--- config.mk ---
export PLATFORM = sky130hd
export DESIGN_NAME = complex_result_fifo
export DESIGN_NICKNAME = d
export VERILOG_FILES = /design/src/rtl/complex_mult_pkg.sv /design/src/rtl/complex_fifo_mem.sv /design/src/rtl/complex_result_fifo.sv
export SDC_FILE = /design/constraint.sdc
export NUM_CORES = 1
export LEC_CHECK = 0
export CORE_MARGIN = 2
export CORE_UTILIZATION = 54
export DETAILED_ROUTE_END_ITERATION = 6
export MAX_ROUTING_LAYER = met4
export PLACE_DENSITY = 0.79
export SETUP_SLACK_MARGIN = 0.4
export SLEW_MARGIN = 10
export SYNTH_ARGS = -nofsm -noshare
export SYNTH_HDL_FRONTEND = slang
export SYNTH_HIERARCHICAL = 1
export SYNTH_SLANG_ARGS = --single-unit
--- constraint.sdc ---
create_clock -name clk -period 5.2 [get_ports clk]
set_input_delay 0.52 -clock clk [delete_from_list [all_inputs] [get_ports clk]]
set_output_delay 0.52 -clock clk [all_outputs]
set_load 0.1 [all_outputs]
--- src/rtl/complex_mult_pkg.sv ---
`default_nettype none
// ============================================================================
// complex_mult_pkg : widths and helpers shared by the complex multiplier path
// Revision 1.0
// ============================================================================
package complex_mult_pkg;

    localparam int DEFAULT_DATA_WIDTH = 8;
    localparam int RES_WIDTH          = 2 * DEFAULT_DATA_WIDTH;

    function automatic int clog2(input int value);
        int result;
        result = 0;
        while ((1 << result) < value) begin
            result = result + 1;
        end
        return result;
    endfunction

endpackage
`default_nettype wire

--- src/rtl/complex_fifo_mem.sv ---
`default_nettype none
// ============================================================================
// complex_fifo_mem : register array, one synchronous write, one async read
// Revision 1.0
// ============================================================================
module complex_fifo_mem
    import complex_mult_pkg::*;
#(
    parameter int WIDTH = 2 * RES_WIDTH,
    parameter int DEPTH = 4,
    localparam int ADDR_WIDTH = clog2(DEPTH)
) (
    input  logic                  clk,
    input  logic                  we,
    input  logic [ADDR_WIDTH-1:0] waddr,
    input  logic [WIDTH-1:0]      wdata,
    input  logic [ADDR_WIDTH-1:0] raddr,
    output logic [WIDTH-1:0]      rdata
);

    logic [WIDTH-1:0] mem [DEPTH];

    always_ff @(posedge clk) begin
        if (we) begin
            mem[waddr] <= wdata;
        end
    end

    assign rdata = mem[raddr];

endmodule
`default_nettype wire

--- src/rtl/complex_result_fifo.sv ---
`default_nettype none
// ============================================================================
// complex_result_fifo : FWFT buffer between complex multiplier and consumer
// Revision 1.0
// ============================================================================
module complex_result_fifo
    import complex_mult_pkg::*;
#(
    parameter int DATA_WIDTH = DEFAULT_DATA_WIDTH,
    parameter int DEPTH      = 4,
    localparam int ADDR_WIDTH = clog2(DEPTH)
) (
    input  logic                    clk,
    input  logic                    rst,
    input  logic                    sw_rst,
    input  logic                    in_val,
    output logic                    in_ready,
    input  logic [2*DATA_WIDTH-1:0] in_re,
    input  logic [2*DATA_WIDTH-1:0] in_im,
    output logic                    out_val,
    input  logic                    out_ready,
    output logic [2*DATA_WIDTH-1:0] out_re,
    output logic [2*DATA_WIDTH-1:0] out_im,
    output logic [ADDR_WIDTH:0]     count,
    output logic                    full,
    output logic                    empty
);

    localparam int                  COMP_WIDTH = 2 * DATA_WIDTH;
    localparam logic [ADDR_WIDTH:0] FULL_COUNT = (ADDR_WIDTH + 1)'(DEPTH);

    logic [ADDR_WIDTH-1:0]   wr_ptr;
    logic [ADDR_WIDTH-1:0]   rd_ptr;
    logic [2*COMP_WIDTH-1:0] head;
    logic                    push;
    logic                    pop;

    assign full     = (count == FULL_COUNT);
    assign empty    = (count == '0);
    assign in_ready = !full;
    assign out_val  = !empty;
    assign push     = in_val && in_ready;
    assign pop      = out_val && out_ready;

    // Empty entries read as zero so stale storage never leaks to the sink.
    assign out_re = empty ? '0 : head[2*COMP_WIDTH-1:COMP_WIDTH];
    assign out_im = empty ? '0 : head[COMP_WIDTH-1:0];

    complex_fifo_mem #(
        .WIDTH (2 * COMP_WIDTH),
        .DEPTH (DEPTH)
    ) u_mem (
        .clk   (clk),
        .we    (push && !sw_rst),
        .waddr (wr_ptr),
        .wdata ({in_re, in_im}),
        .raddr (rd_ptr),
        .rdata (head)
    );

    // Pointers wrap naturally because DEPTH is a power of two.
    always_ff @(posedge clk or posedge rst) begin
        if (rst) begin
            wr_ptr <= '0;
            rd_ptr <= '0;
            count  <= '0;
        end else if (sw_rst) begin
            wr_ptr <= '0;
            rd_ptr <= '0;
            count  <= '0;
        end else begin
            if (push) begin
                wr_ptr <= wr_ptr + 1'b1;
            end
            if (pop) begin
                rd_ptr <= rd_ptr + 1'b1;
            end
            case ({push, pop})
                2'b10:   count <= count + 1'b1;
                2'b01:   count <= count - 1'b1;
                default: count <= count;
            endcase
        end
    end

endmodule
`default_nettype wire

; Yosys cells after proc, flatten, opt, wreduce, memory -nomap -nowiden
; Memory sizes are Yosys's and may differ from the RTL's.
; Cells that the tools add are included.
; Widths: inputs -> output; s select.
[word_totals]
input_bits = 37
out_inout_bits = 39
regBits = 7
mem_bits_rw = 128
mem_count = 1
[op_classes]
add_sub_neg = 4
eq_ne = 3
n_reduce_logical = 10
muxes = 10
[memory_table]
columns = memory, words, word_bits, read_ports, rd_ports_with_merged_regs, wr, line
row1 = u_mem.mem, 4, 32, 1, 0, 1, complex_fifo_mem.sv:21  ; logic [WIDTH-1:0] mem [DEPTH];
[op_table]
columns = operator, count
row1 = $mux 16, 2
row2 = $mux 2, 4
row3 = $pmux 3 s2, 1
row4 = $add 2x1->2 const B, 2
row5 = $reduce_bool 2->1, 2
row6 = $add 3x1->3 const B, 1
row7 = $eq 3x3->1 const B, 1
row8 = $logic_and 1x1->1, 3
row9 = $logic_not 1->1, 3
row10 = $logic_not 3->1, 1
row11 = $mux 3, 1
row12 = $reduce_bool 3->1, 1
row13 = $sub 3x1->3 const B, 1
row14 = $eq 2x1->1 const B, 1
row15 = $eq 2x2->1 const B, 1
row16 = $mux 1, 2

; Logic depth before layout (Yosys ltp)
; Gate-level depths: netlist of the first run.
[logic_depth]
word_depth = 6
ltp_mapped = 7
depth_no_buf = 6

; Cells and area by module
; Netlist of the first run, hierarchy kept.
[by_module_without_submodules]
columns = mod, cells_per_inst, seq_area_each_um2, area_each_um2, instances
row1 = complex_fifo_mem, 171, 3843.7, 4689.5, 1
row2 = complex_result_fifo, 95, 175.2, 767.0, 1

; Worst setup path after synthesis of the first run
; No wires, ideal clock.
[synth_path]
path_type = register to register
startpoint = reg count[1]
endpoint = mem u_mem/mem[0][0] (netlist name) (enable)
path_slack_ns = 0.070
arrival_time_ns = 4.662
path_stages_with_launch = 6
path_cell_list = dfrtp_1 clkbuf_8 or3b_4 inv_2 nor3_1 nor3b_1
[synth_via]
elab_chain_cells = 6
[synth_lines]
columns = element, line
row1 = "start, declared", complex_result_fifo.sv:24  ; output logic [ADDR_WIDTH:0] count,
row2 = "start signal, assigned", complex_result_fifo.sv:79  ; 2'b10: count <= count + 1'b1;
row3 = "start signal, assigned", complex_result_fifo.sv:80  ; 2'b01: count <= count - 1'b1;
row4 = "start signal, assigned", complex_result_fifo.sv:81  ; default: count <= count;
row5 = $eq 3x3->1, complex_result_fifo.sv:38  ; assign full = (count == FULL_COUNT);
row6 = $logic_not 1->1, complex_result_fifo.sv:40  ; assign in_ready = !full;
row7 = named net in_ready, complex_result_fifo.sv:17  ; output logic in_ready,
row8 = $logic_and 1x1->1, complex_result_fifo.sv:42  ; assign push = in_val && in_ready;
row9 = $logic_and 1x1->1, complex_result_fifo.sv:54  ; .we (push && !sw_rst),
row10 = $mux 1, complex_fifo_mem.sv:24  ; if (we) begin
row11 = $mux 1 (implied by the code), complex_fifo_mem.sv:25  ; mem[waddr] <= wdata;
row12 = "end, declared", complex_fifo_mem.sv:21
; The timed path passes the listed nets, and every way through them passes these cells.

; Worst setup path after layout of the first run
[layout_path]
startpoint = reg rd_ptr[0]
endpoint = out out_re[14]
[layout_via]
elab_chain_cells = 2
[layout_lines]
columns = element, line
row1 = "start, declared", complex_result_fifo.sv:33  ; logic [ADDR_WIDTH-1:0] rd_ptr;
row2 = "start signal, assigned", complex_result_fifo.sv:76  ; rd_ptr <= rd_ptr + 1'b1;
row3 = $mem_v2 4x32, n/a
row4 = named net head[30], complex_result_fifo.sv:34  ; logic [2*COMP_WIDTH-1:0] head;
row5 = $mux 16, complex_result_fifo.sv:46  ; assign out_re = empty ? '0 : head[2*COMP_WIDTH-1:COMP_WIDTH];
row6 = "end, declared", complex_result_fifo.sv:22  ; output logic [2*DATA_WIDTH-1:0] out_re,
; The timed path passes the listed nets, and every way through them passes these cells.

==> metrics.md, run 1 <==
| Metric | Value |
|---|---|
| Wire per inst | 20.1 um |
| Vias in the first global route | 2977 |
| R2R Setup Slk | 2.42 ns |
| HP Class | in -> async |
| Placed Instances | 461 |
| Setup TNS | 0 ns |
| Post-synthesis cell area | 5460 um^2 |
| Layout Nets | 386 |
| Die width | 105 um |
| Asr flop ratio synth | 5.19% |
| CP max-delay cell | clkdlybuf4s50_1 |
| Setup bufs post-CTS | 0 |
| CTS tree | yes |
| Core Region | 9770 um^2 |
| Final Slew Violations | 0 |
| Non-Filler Instances | 494 |
| Post-Route WL | 9910 um |
| Main synth FF type | edfxtp_1 |
| Clock Latency Late Sink | 0.52 ns |
| Placed Area | 6270 um^2 |
| Starting density of the core | 55.8% |
| Worst-case vdd ir drop | 0.333 mV |
| Crit path DAT | 3.43 ns |
| Num CTS Buffers | 17 |
| Remaining DRCs | 0 |
| Worst Path Max Fanout | 24 |
| Netlist cell types | 45 |
| Gr ovfl total | 0 |
| Outcome | completed |
| Worst-Margin Slew | 0.981 ns |
| Clk buf depth | 2 |
| 1st-pass router iterations | 4 |
| Global-route usage over all layers | 20.0% |
| PD cells | 509 nW/um^2 |
| I/O pin cnt | 76 |
| Synthesized instance count | 266 |
| Post-route design area | 6890 um^2 |
| Routed vias | 2772 |
| Setup violations, final | 0 |
| Reg2reg start | count[0] |
| Crit path cell chain | buf_4 > mux4_2 > nor2b_1 > clkdlybuf4s50_1 |
| Final period utilization | 75.9% |
| Post-cts sizing count | 0 |
| Minimum clock period | 3.95 ns |
| Row cnt | 36 |
| WP buf/inv | 2 |
| Peak Freq | 253 MHz |
| Largest stage delay on the critical path | 0.96 ns |
| Initial antenna violation count | 0 |
| Clk_skew | 0.0128 ns |
| Clock Sinks | 135 |
| Seq/Total Area, Yosys | 73.7% |
| Syn_nets | 304 |
| #FFs+latches synth | 135 |
| Setup crit end kind | primary output |
| Port bufs | 75 |
| CP Class | reg -> out |
| Post-CTS Hold Buffers | 0 |
| GP Congestion | 0.757 |
| Syn. warnings | 6 |
| Die Y-Extent | 105 um |
| Place WS | 1.71 ns |
| Post-DP HPWL | 5500 um |
| CP startpoint kind | flip-flop |
| Routed Antenna Nets | 0 |
| Worst setup margin | 1.25 ns |
| RSZ-0062 raised after global routing | false |
| Via density | 5.61 |
| Lkg Pwr | 2.26 nW |
| Synthesized area per cell | 20.5 um^2 |
| Slew margin rel. | 34.4% |
| Depth of the CTS H-tree | 4 |
| Initial drt markers | 161 |
| Crit path required time | 4.68 ns |
| Ant. Diodes | 0 |
| Reg clk slew, reported paths | 0.06 ns |
| Final hold vios | 0 |
| Top delay family on crit path | buffers and inverters |
| Pin count of the biggest net entering global routing | 34 |
| Root Buffer | clkbuf_8 |
| Setup crit start | rd_ptr[0] |
| Layout cells sized above 1 | 21.6% |
| DIE AREA | 10900 um^2 |
| Syn-to-layout area delta | 26.2% |
| Maxcap violations | 0 |
| Number of flops mapped to enable cells by yosys | 128 |
| First-pass GRT wire length | 15500 um |
power by group:
group	switching [W]	leakage [nW]	internal (W)
clock network	0.000453	0.290	0.000735
registers	0.0000560	1.25	0.00123
logic	0.000723	0.717	0.000307
cell type report:
cell class	instances	area, um^2
clock buffer	18	418
fill	622	2890
clock inverter	14	174
multi-input combinational	111	1290
tap	133	166
inverter	4	15.0
timing repair buffer	79	801
sequential	135	4020
placed cells by master, fill, tap and decap left out, drive strengths merged, types with 3 or more instances in the layout:
cell type	count
nor2	8
clkdlybuf4s50	75
clkbuf	18
a21oi	3
edfxtp	128
inv	8
and2b	8
bufinv	3
clkinv	6
mux4	32
nor2b	25
buf	4
dfrtp	7
metal layers:
layer / wire, um / GRT usage (%) / vias to the layer above / part of all wire, %
met5: 0 / - / - / 0
met2: 5230 / 32.4 / 89 / 53
met4: 55 / 6.18 / 0 / 0.56
li1: - / - / 1237 / -
met3: 480 / 5.70 / 7 / 4.8
met1: 4140 / 24.7 / 1439 / 42
cells by family after synthesis:
| group | count (synthesis) | share of synthesized area (%) |
|---|---|---|
| mux | 33 | 13.6 |
| xor+xnor | 4 | 0.642 |
| flops | 135 | 73.7 |
| fa+ha+maj | 1 | 0.367 |
| compound gates | 14 | 1.74 |
| simple gates | 59 | 7.06 |
| buf+inv | 20 | 2.98 |
through the flow:
step | util (%) | hold WS (ns) | power, W
finish | 70.4 | 0.251 | 0.00350
CTS | 70.2 | 0.233 | 0.00352
global placement | 64.1 | 0.632 | 0.00232
floorplan | - | 0.323 | 0.00212
global route | 70.4 | 0.251 | 0.00362
detailed placement | 64.1 | 0.648 | 0.00233
state kept, by name (all words and copies together), names as in the netlist:
register	count
count	3
rd_ptr	2
wr_ptr	2
u_mem/mem	128
worst paths after layout:
path                                    end  depth (start not counted)
min in group clk            u_mem/mem[3][7]                          1
max in group asynchronous         rd_ptr[1]                          2
hold / removal                    wr_ptr[0]                          2
setup reg to reg           u_mem/mem[0][24]                          5
setup / recovery                 out_re[14]                          4
hold reg to reg                   wr_ptr[0]                          2
Yosys cell counts, drive strengths merged (2+ instances only):
cell type,instances,area [um^2]
edfxtp,128,3840
mux4,32,728
nor2b,25,156
buf,13,126
and2b,8,60.1
nor2,8,32.5
dfrtp,7,175
inv,4,15.0
a21oi,3,15.0
clkbuf,3,21.3
a2111oi,2,17.5
a31oi,2,12.5
and3b,2,17.5
nand3,2,10.0
nand3b,2,15.0
nor3,2,21.3
o21ai,2,10.0
or3,2,13.8
or3b,2,20.0
xnor2,2,17.5
xor2,2,17.5
Power figures use the tool's default switching activity.
==> run 2, diff against run 1 <==
--- a/config.mk
+++ b/config.mk
@@ -6,10 +6,10 @@
 export NUM_CORES = 1
 export LEC_CHECK = 0
 export CORE_MARGIN = 2
-export CORE_UTILIZATION = 54
+export CORE_UTILIZATION = 49
 export DETAILED_ROUTE_END_ITERATION = 6
 export MAX_ROUTING_LAYER = met4
-export PLACE_DENSITY = 0.79
+export PLACE_DENSITY = 0.76
 export SETUP_SLACK_MARGIN = 0.4
 export SLEW_MARGIN = 10
 export SYNTH_ARGS = -nofsm -noshare
==> constraint.sdc (replaced) <==
create_clock -name clk -period 3.36 [get_ports clk]
set_input_delay 0.336 -clock clk [delete_from_list [all_inputs] [get_ports clk]]
set_output_delay 0.336 -clock clk [all_outputs]
set_load 0.1 [all_outputs]
==> run 2 against run 1 <==
Net effect: final area rose by 0.62%; clock power grew 65%; utilization down 6.5 points; die area rose by 9.8%; highest routed layer unchanged.
==> metrics.md, run 2 (synthesized netlist as in run 1, its figures left out) <==
| Metric | Value |
|---|---|
| Outcome | completed |
| CP Class | reg -> out |
| Area of the multi-input gates | 1290 um^2 (+0.39%) |
| Final period utilization | 84.3% |
| R2r endpoint | count[2] |
| Layout cells sized above 1 | 33.4% (+12 points) |
| Reg with most FFs | u_mem/mem |
| Post-CTS Hold Buffers | 0 (unchanged) |
| Initial antenna violation count | 0 (unchanged) |
| WP buf/inv | 1 (-1) |
| Row cnt | 38 (+5.6%) |
| Final Slew Violations | 0 (unchanged) |
| Fin util | 63.9% (-6.5 points) |
| Fillers | 755 (+21%) |
| Port bufs | 75 (unchanged) |
| Clock Latency Late Sink | 0.51 ns (about the same) |
| Peak Freq | 353 MHz |
| Crit path DAT | 2.50 ns (-0.93 ns) |
| Setup TNS | 0 ns (unchanged) |
| I/O pin cnt | 76 (unchanged) |
| Commonest non-fill, non-tap cell in the layout | edfxtp_1 |
| Lkg Pwr | 2.37 nW (+4.6%) |
| RSZ-0062 raised after global routing | false |
| Clk_skew | 0.00932 ns (-0.00351 ns) |
| Depth of the CTS H-tree | 4 (unchanged) |
| Remaining DRCs | 0 (unchanged) |
| R2R Setup Slk | 1.09 ns (-1.33 ns) |
| CTS tree | yes |
| Die width | 110 um (+4.8%) |
| Routed vias | 2713 (-2.1%) |
| Crit path required time | 3.02 ns (-1.66 ns) |
| Routed Antenna Nets | 0 (unchanged) |
| Setup violations, final | 0 (unchanged) |
| Reg clk slew, reported paths | 0.06 ns (about the same) |
| Setup bufs post-CTS | 0 (unchanged) |
| HP Class | in -> async |
| Post-Route WL | 9650 um (-2.6%) |
| Root Buffer | clkbuf_8 |
| Post-DP HPWL | 6090 um (+11%) |
| Hold_ws | 0.0743 ns (-0.177 ns) |
| Minimum clock period | 2.83 ns |
| Place WS | 0.767 ns (-0.938 ns) |
| PD cells | 796 nW/um^2 (+56%) |
| Clock Sinks | 135 (unchanged) |
| Ant. Diodes | 0 (unchanged) |
| Num CTS Buffers | 17 (unchanged) |
| Syn-to-layout area delta | 27.0% |
| Maxcap violations | 0 (unchanged) |
| CP max-delay cell | clkdlybuf4s50_1 |
| Final hold vios | 0 (unchanged) |
| Wire per inst | 19.0 um (-5.3%) |
| Crit path cell chain | or3b_4 > clkdlybuf4s50_1 |
| Layout Nets | 393 (+1.8%) |
| Worst-Margin Slew | 0.971 ns (-0.00996 ns) |
| First-pass GRT wire length | 15300 um (-1.4%) |
| Vias in the first global route | 2853 (-4.2%) |
| Starting density of the core | 50.3% (-5.5 points) |
| Clk buf depth | 2 (unchanged) |
| GP Congestion | 0.683 (-9.7%) |
| R2R cell count | 6 (+1) |
| Largest register FFs | 128 (unchanged) |
| Worst setup margin | 0.526 ns (-0.728 ns) |
| Biggest regs | u_mem/mem (128), count (3) |
| Setup crit end kind | primary output |
| Die Y-Extent | 110 um (+4.8%) |
| Via density | 5.34 (-4.8%) |
| Initial drt markers | 177 (+9.9%) |
| CP startpoint kind | flip-flop |
| Gr ovfl total | 0 (unchanged) |
| Worst-case vdd ir drop | 0.568 mV (+71%) |
| 1st-pass router iterations | 4 (unchanged) |
| Core Region | 10800 um^2 (+11%) |
| Commonest cells after routing, fill and taps aside | 128 x edfxtp_1, 44 x buf_4, 40 x clkdlybuf4s50_1 |
| Reg2reg start | count[1] |
| Worst Path Max Fanout | 12 (-50%) |
| DIE AREA | 12000 um^2 (+9.8%) |
| Top delay family on crit path | buffers and inverters |
| Pin count of the biggest net entering global routing | 34 (unchanged) |
| Largest stage delay on the critical path | 0.99 ns (+0.03 ns) |
| Register Area | 4030 um^2 (+0.22%) |
| Slew margin rel. | 35.0% (+0.67 points) |
| Global-route usage over all layers | 18.6% (-1.4 points) |
[run 2: changes by cell type in the layout (fill, tap and decap cells not counted), moves of 2 or more]
cell and delta:
dfrtp_1 -3, clkdlybuf4s50_1 -35, inv_6 -2, dfrtp_4 +2, buf_4 +41, buf_12 +2
bufinv_16 +2
[run 2: worst max-delay path by stage]
stage / startpoint / to / slack [ns] / cells after the start
2_1_floorplan: count[2] / out_im[0] / 0.31 / 4
3_3_place_gp: in_val / u_mem/mem[2][2] / 0.86 / 5
3_5_place_dp: in_val / u_mem/mem[2][7] / 0.77 / 5
4_1_cts: rd_ptr[0] / out_re[9] / 0.49 / 4
5_1_grt: count[0] / in_ready / 0.46 / 2
6_report: count[1] / in_ready / 0.53 / 2
[run 2: repair_timing]
item	in CTS	in global routing
endpoints found under the setup margin	0	2
resized for setup	0	1
hold endpoints to repair	0	0
[run 2: metrics by stage]
stage          power [W]  instance area, um^2  instances
3_5_place_dp     0.00360                 6290        476
6_report         0.00552                 6930        508
2_1_floorplan    0.00328                 5480        266
4_1_cts          0.00557                 6930        508
3_3_place_gp     0.00359                 6290        476
5_1_grt          0.00569                 6930        508
[run 2: metal layers]
metal | wire (um) | track usage, % | vias to the layer above
met2 | 5050 | 30.4 | 68
met5 | 0 | - | -
met3 | 385 | 5.10 | 8
li1 | - | - | 1249
met1 | 4070 | 22.1 | 1388
met4 | 134 | 7.14 | 0
[run 2: cell type report]
class	instances	area share [%]
clock buffer	20	6.29
sequential	135	58.2
tap	140	2.53
inverter	4	0.289
timing repair buffer	86	11.1
multi-input combinational	111	18.7
clock inverter	12	2.91
[run 2: power breakdown]
group	switching, W	internal (W)	total [W]	leakage, nW
registers	0.0000766	0.00191	0.00199	1.25
logic	0.00113	0.000441	0.00157	0.811
clock network	0.000660	0.00130	0.00196	0.305
